==> config.mk <==
export PLATFORM = sky130hd
export DESIGN_NAME = rr_grant_fsm
export DESIGN_NICKNAME = d
export VERILOG_FILES = /design/src/rtl/rr_grant_fsm.sv
export SDC_FILE = /design/constraint.sdc
export NUM_CORES = 1
export LEC_CHECK = 0
export BUFFER_PORTS_ARGS = -buffer_cell sky130_fd_sc_hd__buf_4
export CAP_MARGIN = 20
export CORE_MARGIN = 2
export CORE_UTILIZATION = 40
export CTS_BUF_LIST = sky130_fd_sc_hd__clkbuf_8
export DETAILED_ROUTE_END_ITERATION = 12
export MAX_ROUTING_LAYER = met4
export PLACE_DENSITY = 0.65
export REMOVE_ABC_BUFFERS = 1
export SLEW_MARGIN = 40
export SYNTH_ARGS = -nofsm -noshare
export SYNTH_HDL_FRONTEND = slang
export SYNTH_SLANG_ARGS = --single-unit
==> constraint.sdc <==
create_clock -name clock -period 2.38 [get_ports clock]
set_input_delay 0.119 -clock clock [delete_from_list [all_inputs] [get_ports clock]]
set_output_delay 0.119 -clock clock [all_outputs]
set_load 0.005 [all_outputs]
==> src/rtl/rr_grant_fsm.sv <==
// rr_grant_fsm: registered one-hot grant controller for the round-robin arbiter.
// Define RR_GRANT_TIMEOUT_EN to force release after MAX_HOLD grant cycles.
module rr_grant_fsm #(
  parameter int WIDTH    = 8,
  parameter int MAX_HOLD = 16
) (
  input  logic             clock,
  input  logic             reset,
  input  logic [WIDTH-1:0] req,
  input  logic [WIDTH-1:0] ptr,
  output logic [WIDTH-1:0] grant,
  output logic             busy,
  output logic             ptr_load,
  output logic [WIDTH-1:0] ptr_next,
  output logic             expired
);

  typedef enum logic [1:0] {
    IDLE    = 2'd0,
    GRANT   = 2'd1,
    RELEASE = 2'd2
  } state_e;

  localparam logic [WIDTH-1:0] ONE = WIDTH'(1);

  state_e           state_q, state_d;
  logic [WIDTH-1:0] grant_q, grant_d;
  logic [WIDTH-1:0] ptr_next_q, ptr_next_d;

  logic [WIDTH-1:0] ptr_lo;
  logic [WIDTH-1:0] ptr_sel;
  logic [WIDTH-1:0] hi_mask;
  logic [WIDTH-1:0] req_hi;
  logic [WIDTH-1:0] winner;
  logic             owner_req;

`ifdef RR_GRANT_TIMEOUT_EN
  localparam int CW = $clog2(MAX_HOLD + 1);
  localparam logic [CW-1:0] HOLD_LAST = CW'(MAX_HOLD - 1);

  logic [CW-1:0] hold_q, hold_d;
  logic          expired_q, expired_d;
`endif

  // Pick the first requester at or above the sanitised pointer, else wrap.
  always_comb begin
    ptr_lo  = ptr & (~ptr + ONE);
    ptr_sel = (ptr == '0) ? ONE : ptr_lo;
    hi_mask = ~(ptr_sel - ONE);
    req_hi  = req & hi_mask;
    if (req_hi != '0) begin
      winner = req_hi & (~req_hi + ONE);
    end else begin
      winner = req & (~req + ONE);
    end
    owner_req = |(req & grant_q);
  end

  // Next-state logic; the grant is only ever changed on state transitions.
  always_comb begin
    state_d    = state_q;
    grant_d    = grant_q;
    ptr_next_d = ptr_next_q;
`ifdef RR_GRANT_TIMEOUT_EN
    hold_d     = hold_q;
    expired_d  = 1'b0;
`endif
    unique case (state_q)
      IDLE: begin
        if (req != '0) begin
          grant_d = winner;
          state_d = GRANT;
`ifdef RR_GRANT_TIMEOUT_EN
          hold_d  = '0;
`endif
        end
      end
      GRANT: begin
        if (!owner_req) begin
          grant_d    = '0;
          ptr_next_d = grant_q;
          state_d    = RELEASE;
`ifdef RR_GRANT_TIMEOUT_EN
        end else if (hold_q == HOLD_LAST) begin
          grant_d    = '0;
          ptr_next_d = grant_q;
          expired_d  = 1'b1;
          state_d    = RELEASE;
        end else begin
          hold_d = hold_q + 1'b1;
`endif
        end
      end
      RELEASE: begin
        state_d = IDLE;
      end
      default: begin
        state_d = IDLE;
        grant_d = '0;
      end
    endcase
  end

  // State and output registers; reset clears everything at once.
  always_ff @(posedge clock or negedge reset) begin
    if (!reset) begin
      state_q    <= IDLE;
      grant_q    <= '0;
      ptr_next_q <= '0;
`ifdef RR_GRANT_TIMEOUT_EN
      hold_q     <= '0;
      expired_q  <= 1'b0;
`endif
    end else begin
      state_q    <= state_d;
      grant_q    <= grant_d;
      ptr_next_q <= ptr_next_d;
`ifdef RR_GRANT_TIMEOUT_EN
      hold_q     <= hold_d;
      expired_q  <= expired_d;
`endif
    end
  end

  assign grant    = grant_q;
  assign busy     = (state_q == GRANT);
  assign ptr_load = (state_q == RELEASE);
  assign ptr_next = ptr_next_q;

`ifdef RR_GRANT_TIMEOUT_EN
  assign expired = expired_q;
`else
  // Grants never time out; MAX_HOLD >= 1 keeps this constant low.
  assign expired = (MAX_HOLD < 1);
`endif

endmodule
==> results.cfg <==
[global_route]
grt_pass1_vias = 1129
antenna_found_initial = 0
grt_pass1_wl_mm = 5.25
grt.overflow.total = 0
grtUsageTotal_pct = 20.8
grt_max_degree = 19

[logic_synthesis]
synth_top_family_by_area = simple AND/OR/NAND/NOR gates
synth_edf_count = 0
synth_compound_area_share_pct = 24.5
avgSynthCellArea_um2 = 10.6
synthMuxAreaShare_pct = 8.84
synth_warnings = 0
async_flop_share_pct = 100
synth-seq-cells = 18
synth_cells = 111
synth_seq_area_share_pct = 38.3
ys.flop_type = dfrtp_1
yosysUniqueCellTypes = 42
synthAdderAreaFrac_pct = 1.06
synth-xor-area-share_pct = 0
synth_top_area_share_pct = 38.3
synth_area_leaders = dfrtp_1 38%, mux2_2 7.7%, nor2_1 3.8%
synth-simple-area-share_pct = 24.6
synth_area_mm2 = 0.00117
yosys.area.top_type = dfrtp_1

[min_path]
hp-class = in2reg

[cts]
clk_pin_slew_ps = 70
h-tree-depth = 1
cts_tree = built
clk-insertion-delay-late_ps = 250
clockRootBuffer = clkbuf_8
cts_buffers = 3
clockBufferDepth = 2
cts_sinks = 18

[critical_path]
r2r_start = state_q[0]
worstPathRequired_ps = 2570
worstSetupPathType = in2reg
r2r_cells = 5
cp_num_cells = 9
critical_path.cell_chain = buf_4, nor4_1, a21oi_1, ha_1, nor4b_1, o21ai_1, a211oi_4, nor2b_1, a32o_1
worst-path-buf-inv = 1
crit_fanout = 6
arrival_ps = 2310
r2r_end = grant[4]
critPathMaxStageDelay_ps = 390
crit_start = ptr[3]
worstSetupStartpointType = input pin
critPathTopFamily = simple AND/OR/NAND/NOR gates
cp-end-kind = flip-flop
cp_slowest_cell = nor4_1
crit_end = grant[6]
ff2ff_setup_slack_ps = 540

[sta]
max_freq_mhz = 473
hold_slack_ps = 178
post-route-period-util_pct = 88.9
finalHoldViolCount = 0
worst_slack_ps = 264
fin_crit_ps = 2120
fin_skew_ps = 2.68
finalSetupTns_ps = 0
slew_violations = 0
slew_headroom_pct = 59.2
rsz0062_at_grt = false
setup_viol = 0
worst_slew_pin_slew_ps = 607

[detailed_routing]
routedWlPerCell_um = 16.0
met2_wirelength_mm = 1.54
drcViolationCount = 0
drt-total-wl_mm = 3.11
postRouteAntennaNets = 0
top_layer = met4
wl_met1_mm = 1.38
first_pass_iters = 5
vias = 1128
routed_via_density = 5.81
drtIter0Drc = 26
wl_met3_um = 158

[power]
p_sw_share_pct = 33.3
p_per_area_mw_per_mm2 = 814
switchingPower_mw = 0.448
clkPwrFrac_pct = 18.4
p_leak_nw = 0.774
p_comb_share_pct = 46.7
internal_power_mw = 0.896
power_frac_seq_pct = 34.9
vdd_drop_max_mv = 0.800

[final_layout]
post-route-util_pct = 59.3
fillers = 252
drive_gt1_share_pct = 44.2
n_antenna_cell = 0
num-nets-final = 183
syn2layout_area_growth_pct = 40.5

[floorplan]
core_area_mm2 = 0.00278
die_height_um = 58.2
die-area_mm2 = 0.00339
start_util_pct = 42.2
io_pins = 37
row_count = 19
die_w_um = 58.2

[place]
gp_congestion = 0.906
hpwl_mm = 2.53
place_ws_ps = 9.20
port_buffers = 35

[run]
cap_violations = 0

[status]
status = complete, no violations
==> how the worst min path moves through the flow <==
stage / from / end / slack [ps] / cells after the start
after floorplan: reset / grant[0] / -180 / 0
after global routing: req[5] / grant[5] / 190 / 2
after detailed placement: reset / grant[3] / 0.5 / 1
after CTS: req[5] / grant[5] / 180 / 2
after global placement: reset / grant[4] / -5 / 1
final: req[5] / grant[5] / 180 / 2
==> state kept, by name, indices dropped and copies added (netlist names) <==
signal,flops
grant,8
ptr_next,8
state_q,2
==> layer usage <==
metal	GRT usage (%)	up-vias
met5	-	-
met4	5.65	0
met2	33.6	38
li1	-	536
met1	26.4	550
met3	4.24	4
==> synthesized netlist by cell type (3+ instances only) <==
master,n
a221o_1,3
dfrtp_1,18
nor2b_1,4
a22oi_1,4
nor2_1,12
nor4b_1,3
nand2_1,8
a32o_1,3
nand2b_1,3
inv_1,3
mux2_2,8
nor4_1,4
a22o_1,3
==> kinds of logic after synthesis <==
family,after synthesis
muxes,9
adders and majority gates,1
buffers and inverters,6
DFF,18
AOI/OAI and AO/OA,29
other,1
and+or+nand+nor,47
==> timing repair <==
action	in CTS	in global routing
gates resized for setup	0	2
endpoints found under the hold margin	18	0
buffers inserted	0	0
hold buffers	1	0
setup endpoints to repair	0	6
==> layout by cell type (no fill, tap or decap), drive strengths merged, types with 4 or more instances in the layout <==
cell type	Yosys	final
dfrtp	18	18
nor4	4	4
nor2b	4	4
nor2	12	12
buf	2	50
a22oi	4	4
mux2	8	8
nand2	8	8
clkbuf	1	4
==> per-stage QoR <==
stage	cell area, um^2	power [mW]	std cells
after floorplan	1160	0.761	108
after global placement	1570	1.08	189
after detailed placement	1570	1.11	189
after CTS	1640	1.36	194
after global routing	1650	1.44	194
final	1650	1.34	194
==> power groups by stage <==
stage / registers, mW / clock network [mW] / logic, mW
6_report: 0.469 / 0.247 / 0.628
5_1_grt: 0.484 / 0.267 / 0.692
4_1_cts: 0.471 / 0.253 / 0.632
3_5_place_dp: 0.476 / 0 / 0.630
3_3_place_gp: 0.471 / 0 / 0.613
2_1_floorplan: 0.463 / 0 / 0.298
==> area by class of cell <==
class / instances / area, um^2 / area share (%)
flip-flops and latches: 18 / 450 / 27.3
repair buffers: 51 / 385 / 23.4
multi-input cells: 87 / 709 / 43.0
well taps: 31 / 38.8 / 2.35
clock buffers: 4 / 55.1 / 3.34
inverters: 3 / 11.3 / 0.682
Power figures use the tool's default switching activity.
